--- config.mk ---
export PLATFORM = sky130hd
export DESIGN_NAME = mpu6050_sample_sequencer
export DESIGN_NICKNAME = d
export VERILOG_FILES = /design/src/rtl/mpu6050_sample_sequencer.sv
export SDC_FILE = /design/constraint.sdc
export NUM_CORES = 1
export LEC_CHECK = 0
export BUFFER_PORTS_ARGS = -buffer_cell sky130_fd_sc_hd__buf_2
export CORE_MARGIN = 8
export CORE_UTILIZATION = 40
export DETAILED_ROUTE_END_ITERATION = 7
export PLACE_DENSITY = 0.61
export SLEW_MARGIN = 10
export SYNTH_ARGS = -nofsm -noshare
export SYNTH_HDL_FRONTEND = slang
export SYNTH_SLANG_ARGS = --single-unit
--- constraint.sdc ---
create_clock -name clk_50 -period 2.2 [get_ports clk_50]
set_input_delay 0.44 -clock clk_50 [delete_from_list [all_inputs] [get_ports clk_50]]
set_output_delay 0.44 -clock clk_50 [all_outputs]
set_load 0.05 [all_outputs]
--- src/rtl/mpu6050_sample_sequencer.sv ---
// ---------------------------------------------------------------------------
// mpu6050_sample_sequencer
//
// Purpose:
//   Periodically reads the six MPU6050 accelerometer output registers through
//   a byte-oriented I2C wrapper. It assembles big-endian X/Y/Z samples and
//   publishes them together with a one-cycle sample_valid strobe. After reset
//   it first issues a single power/reset write transaction (selector 4'b0010).
//
// Parameters:
//   SAMPLE_PERIOD  - clock cycles between sample frame starts
//   TIMEOUT_CYCLES - longest wait for one byte transaction before aborting
//
// Ports:
//   clk_50            in   system clock (50 MHz)
//   rst_n             in   asynchronous active-low reset
//   run               in   level, enables periodic sampling
//   byte_done         in   one-cycle strobe from wrapper, data valid this cycle
//   data[7:0]         in   byte returned by the wrapper
//   en                out  transaction request to the wrapper
//   register_selector out  transaction code to the wrapper
//   ax/ay/az[15:0]    out  signed accelerometer samples
//   sample_valid      out  one-cycle strobe, ax/ay/az updated together
//   err               out  one-cycle strobe on transaction timeout
//   busy              out  high whenever the sequencer is not idle
//   mag[17:0]         out  |ax|+|ay|+|az|
//
// Build option:
//   SEQ_MAG_EN - when defined, builds the registered magnitude output;
//                otherwise mag is tied to zero.
// ---------------------------------------------------------------------------
`timescale 1ns/1ps

module mpu6050_sample_sequencer #(
    parameter int SAMPLE_PERIOD  = 1000000,
    parameter int TIMEOUT_CYCLES = 200000
) (
    input  logic               clk_50,
    input  logic               rst_n,
    input  logic               run,
    input  logic               byte_done,
    input  logic [7:0]         data,
    output logic               en,
    output logic [3:0]         register_selector,
    output logic signed [15:0] ax,
    output logic signed [15:0] ay,
    output logic signed [15:0] az,
    output logic               sample_valid,
    output logic               err,
    output logic               busy,
    output logic [17:0]        mag
);

    localparam int PER_W = (SAMPLE_PERIOD > 1) ? $clog2(SAMPLE_PERIOD) : 1;
    localparam int TMO_W = $clog2(TIMEOUT_CYCLES + 1);

    localparam logic [2:0] S_INIT  = 3'd0;
    localparam logic [2:0] S_IDLE  = 3'd1;
    localparam logic [2:0] S_ISSUE = 3'd2;
    localparam logic [2:0] S_WAIT  = 3'd3;
    localparam logic [2:0] S_STORE = 3'd4;
    localparam logic [2:0] S_DONE  = 3'd5;
    localparam logic [2:0] S_ERR   = 3'd6;

    logic [2:0]         state_q, state_d;
    logic               init_q, init_d;       // current transaction is the power/reset write
    logic [2:0]         idx_q, idx_d;
    logic [PER_W-1:0]   per_cnt_q, per_cnt_d;
    logic               pending_q, pending_d;
    logic [TMO_W-1:0]   tmo_cnt_q, tmo_cnt_d;
    logic [5:0][7:0]    bytes_q, bytes_d;
    logic signed [15:0] ax_q, ax_d, ay_q, ay_d, az_q, az_d;
    logic               busy_q, busy_d;
    logic               per_wrap;
    logic               load_sample;

    assign per_wrap    = (per_cnt_q == PER_W'(SAMPLE_PERIOD - 1));
    assign load_sample = (state_q == S_STORE) && !init_q && (idx_q == 3'd5);

    always_comb begin
        state_d   = state_q;
        init_d    = init_q;
        idx_d     = idx_q;
        tmo_cnt_d = tmo_cnt_q;
        pending_d = pending_q;
        bytes_d   = bytes_q;
        ax_d      = ax_q;
        ay_d      = ay_q;
        az_d      = az_q;
        per_cnt_d = per_wrap ? '0 : per_cnt_q + PER_W'(1);

        case (state_q)
            S_INIT: begin
                init_d  = 1'b1;
                idx_d   = 3'd0;
                state_d = S_ISSUE;
            end
            S_IDLE: begin
                if (pending_q) begin
                    pending_d = 1'b0;
                    idx_d     = 3'd0;
                    state_d   = S_ISSUE;
                end
            end
            S_ISSUE: begin
                tmo_cnt_d = '0;
                state_d   = S_WAIT;
            end
            S_WAIT: begin
                // A completing byte wins over a timeout landing on the same cycle.
                if (byte_done) begin
                    if (!init_q) begin
                        bytes_d[idx_q] = data;
                    end
                    state_d = S_STORE;
                end else if (tmo_cnt_q == TMO_W'(TIMEOUT_CYCLES - 1)) begin
                    state_d = S_ERR;
                end else begin
                    tmo_cnt_d = tmo_cnt_q + TMO_W'(1);
                end
            end
            S_STORE: begin
                if (init_q) begin
                    init_d  = 1'b0;
                    state_d = S_IDLE;
                end else if (idx_q < 3'd5) begin
                    idx_d   = idx_q + 3'd1;
                    state_d = S_ISSUE;
                end else begin
                    ax_d    = {bytes_q[0], bytes_q[1]};
                    ay_d    = {bytes_q[2], bytes_q[3]};
                    az_d    = {bytes_q[4], bytes_q[5]};
                    state_d = S_DONE;
                end
            end
            S_DONE: begin
                state_d = S_IDLE;
            end
            S_ERR: begin
                // Partial frame is dropped; published samples stay as they were.
                init_d  = 1'b0;
                idx_d   = 3'd0;
                state_d = S_IDLE;
            end
            default: begin
                state_d = S_IDLE;
            end
        endcase

        // Only one frame can be queued; further wraps while busy are lost.
        if (per_wrap && run) begin
            pending_d = 1'b1;
        end

        busy_d = (state_d != S_IDLE);
    end

    always_ff @(posedge clk_50 or negedge rst_n) begin
        if (!rst_n) begin
            state_q   <= S_INIT;
            init_q    <= 1'b0;
            idx_q     <= 3'd0;
            per_cnt_q <= '0;
            pending_q <= 1'b0;
            tmo_cnt_q <= '0;
            bytes_q   <= '0;
            ax_q      <= '0;
            ay_q      <= '0;
            az_q      <= '0;
            busy_q    <= 1'b0;
        end else begin
            state_q   <= state_d;
            init_q    <= init_d;
            idx_q     <= idx_d;
            per_cnt_q <= per_cnt_d;
            pending_q <= pending_d;
            tmo_cnt_q <= tmo_cnt_d;
            bytes_q   <= bytes_d;
            ax_q      <= ax_d;
            ay_q      <= ay_d;
            az_q      <= az_d;
            busy_q    <= busy_d;
        end
    end

    assign en                = (state_q == S_ISSUE) || (state_q == S_WAIT);
    assign register_selector = !en    ? 4'd0 :
                               init_q ? 4'b0010 : (4'd3 + {1'b0, idx_q});
    assign sample_valid      = (state_q == S_DONE);
    assign err               = (state_q == S_ERR);
    assign busy              = busy_q;
    assign ax                = ax_q;
    assign ay                = ay_q;
    assign az                = az_q;

`ifdef SEQ_MAG_EN
    logic [17:0] mag_q, mag_d;

    // Widened to 17 bits so that |-32768| = 32768 is representable.
    function automatic logic [16:0] abs16(input logic signed [15:0] v);
        logic signed [16:0] w;
        w = v;
        return v[15] ? $unsigned(-w) : $unsigned(w);
    endfunction

    always_comb begin
        mag_d = mag_q;
        if (load_sample) begin
            mag_d = 18'(abs16({bytes_q[0], bytes_q[1]}))
                  + 18'(abs16({bytes_q[2], bytes_q[3]}))
                  + 18'(abs16({bytes_q[4], bytes_q[5]}));
        end
    end

    always_ff @(posedge clk_50 or negedge rst_n) begin
        if (!rst_n) begin
            mag_q <= '0;
        end else begin
            mag_q <= mag_d;
        end
    end

    assign mag = mag_q;
`else
    assign mag = '0;
`endif

endmodule

==> impl_metrics.csv <==
group,metric,value,unit
run_status,status,"finished clean",
clocking,cts_sinks,143,
synth,ys_ff_latch,143,
synth,synthesis.area,6350,um^2
timing,fin_crit,2.15,ns
die,die_area,20200,um^2
timing,setup_viol_count_final,0,
setup_path,cpPeakStageDelay,0.44,ns
final_layout,mostFrequentLayoutCells,"dfrtp_1 (142), mux2_2 (90), buf_2 (61)",
final_layout,multi_input_area,2560,um^2
global_routing,gr-total-overflow,0,
routing,via_per_inst,5.06,
setup_path,crit_arrival,1.71,ns
worst_hold_path,holdPathEnd,"pending_q$_DFFE_PN0P_",
global_routing,grt_pass1_vias,4317,
clocking,numCtsBuffers,17,
clocking,cts-htree-levels,4,
place,gp_congestion,0.749,
clocking,cts_tree,"done",
setup_path,cp.depth,4,
setup_path,critPathTopFamily,"flip-flops",
synth,synth.distinct_cells,57,
synth,yosysWarnings,0,
pwr,p_total,5.78,mW
routing,wire_per_inst,16.7,um
setup_path,critPathLaunch,"idx_q[0]$_DFFE_PN0P_",
die,std_cell_rows,46,
global_routing,grt_max_degree,63,
pwr,p_leak,3.81,nW
worst_hold_path,hold_path_class,"in -> reg",
final_layout,final_common_cell,"dfrtp_1",
setup_path,crit_buf_inv,2,
clocking,clk_latency,0.42,ns
final_layout,drive_above_1_share,0.384,
final_layout,nFillCells,1421,
global_routing,grt_pass1_wl,22600,um
setup_path,path_cells,"inv_1 > ha_1 > a21oi_1 > buf_4",
setup_path,crit_path_start_kind,"flop",
pwr,powerDensity,759,nW/um^2
setup_path,r2r_slack,0.11,ns
setup_path,r2r_end,"bytes_q[40]$_DFFE_PN0P_",
synth,synthCells,501,
clocking,post_cts_buffers,0,
timing,finalHoldViolCount,0,
synth,ys_seq_area_frac,0.564,
final_layout,layout.cells.non_filler,812,
timing,rsz0062_at_grt,"false",
routing,initialDrtViolationCount,171,
final_layout,diodes,0,
setup_path,critPathMaxFanout,8,
routing,drt_pass1_iterations,4,
timing,worstMarginPinSlew,0.542,ns
setup_path,endpoint_kind,"output port",
timing,slew_viol_final,0,
place,dp.final_hpwl,9390,um
global_routing,grt_usage,0.142,
clocking,cts_root_buf,"clkbuf_16",
timing,max_freq,466,MHz
clocking,ctsLongestPathBuffers,2,
synth,avgSynthCellArea,12.7,um^2
routing,wirelength,13600,um
setup_path,regToRegStartpoint,"init_q$_DFFE_PN0P_",
die,core-area,15700,um^2
final_layout,fin_util,0.485,
final_layout,nNetsFinal,599,
flow_run,drv_cap,0,
timing,fin_skew,0.00958,ns
setup_path,worst_ep_required_time,1.76,ns
die,fp.dieH,142,um
timing,period_share,0.976,
timing,maxSlewHeadroom,0.636,
die,die_width,142,um
routing,ant_nets,0,
final_layout,area_growth,20.0,%
setup_path,reg2reg_depth,4,
place,pre_cts_ws,0.0463,ns
worst_hold_path,hp-start,"run",
die,ioPinCount,86,
final_layout,seq_area,3580,um^2
setup_path,slowest_stage,"dfrtp_2",
worst_hold_path,whs_path_depth,2,
die,start_util,0.404,
place,placed_cells,779,
clocking,path_clk_slew,0.06,ns
global_routing,antenna_found_initial,0,
routing,via_count,4110,
routing,drc,0,
timing,setup_ws,0.0535,ns
place,port_buffers,67,
timing,tns,0,ns
setup_path,setup.worst_path.class,"reg -> out",
pwr,peakVddDrop,0.615,mV
-- power by group --
part	leakage (nW)	internal, mW	switching, mW
Combinational	1.57	0.0181	0.142
Clock	0.304	1.84	1.16
Sequential	1.94	2.63	0
Total	3.81	4.48	1.30
-- cell type report --
| type | instances | area share |
|---|---|---|
| multi-input cells | 322 | 0.336 |
| flip-flops and latches | 143 | 0.470 |
| repair buffers | 87 | 0.0715 |
| well taps | 216 | 0.0355 |
| inverters | 12 | 0.00591 |
| clock buffers | 18 | 0.0577 |
| clock inverters | 14 | 0.0237 |
-- flip-flops by register name, indices dropped and copies added, names as in the netlist --
signal,count
bytes_q,48
per_cnt_q,20
tmo_cnt_q,18
ax,16
ay,16
az,16
idx_q,3
state_q,3
busy,1
init_q,1
pending_q,1
-- timing repair --
action,CTS,global route
hold endpoints to repair,33,0
hold buffers,1,0
endpoints found under the setup margin,4,6
resized for setup,5,4
-- layer usage --
layer | share of wire | up-vias | global-route usage
li1 | - | 1937 | -
met1 | 0.47 | 2067 | 0.184
met2 | 0.46 | 88 | 0.220
met3 | 0.060 | 18 | 0.0490
met4 | 0.011 | 0 | 0.0452
met5 | 0 | - | 0
-- stage by stage --
step           hold slack (ns)  area, um^2
2_1_floorplan            0.144        6410
3_3_place_gp             0.356        6960
3_5_place_dp             0.367        6960
4_1_cts                  0.260        7600
5_1_grt                  0.264        7620
6_report                 0.279        7620
-- how the worst max path moves through the flow --
| stage | end | slack [ns] |
|---|---|---|
| floorplan | register_selector[1] | 0.0004 |
| global placement | bytes_q[43]$_DFFE_PN0P_ | 0.11 |
| detailed placement | bytes_q[40]$_DFFE_PN0P_ | 0.05 |
| CTS | register_selector[0] | -0.05 |
| global route | register_selector[1] | 0.003 |
| finish | register_selector[1] | 0.05 |
-- kinds of logic (layout without fill, tap and decap cells) --
kind of cell,count (synthesis),after routing,synth area share
compound gates,60,60,0.0584
xor+xnor,14,14,0.0193
fa+ha+maj,4,4,0.00789
buf+inv,53,131,0.0461
flops,143,143,0.564
mux,105,105,0.185
other cells,1,18,0.000591
simple gates,121,121,0.119
-- Yosys cell counts (all sizes together) --
cell	number	area (um^2)
nor2	13	48.8
nand2	21	78.8
or2	2	12.5
xor2	5	43.8
nand4	12	81.3
nor4	3	18.8
and4	4	36.3
a31oi	2	12.5
mux2	96	1080
o211ai	1	7.51
and3	6	37.5
a2bb2oi	1	8.76
nor4bb	1	10.0
o21a	3	22.5
a22o	1	8.76
dfrtp	143	3580
nor3b	3	43.8
or3	9	56.3
clkbuf	9	35.0
and2	4	25.0
o2bb2a	1	10.0
ha	4	50.1
o311a	1	10.0
nand2b	3	18.8
nor2b	1	6.26
nand3	12	72.6
or4b	2	20.0
conb	1	3.75
nand4b	3	26.3
o21ai	14	73.8
a31o	1	8.76
a211oi	1	7.51
inv	12	45.0
or4	7	52.6
a21oi	23	115
nor3	14	103
mux2i	9	90.1
xnor2	9	78.8
a21boi	1	7.51
o31ai	9	67.6
a41o	1	10.0
nor4b	1	8.76
buf	32	213
-- worst reg2reg max path, delay by kind of cell (launching register included) --
kind,cells,cell delay (ns)
AND/OR/NAND/NOR,3,1.14
flip-flops,1,0.44
multiplexers,1,0.39
(Power assumes the default switching activity.)
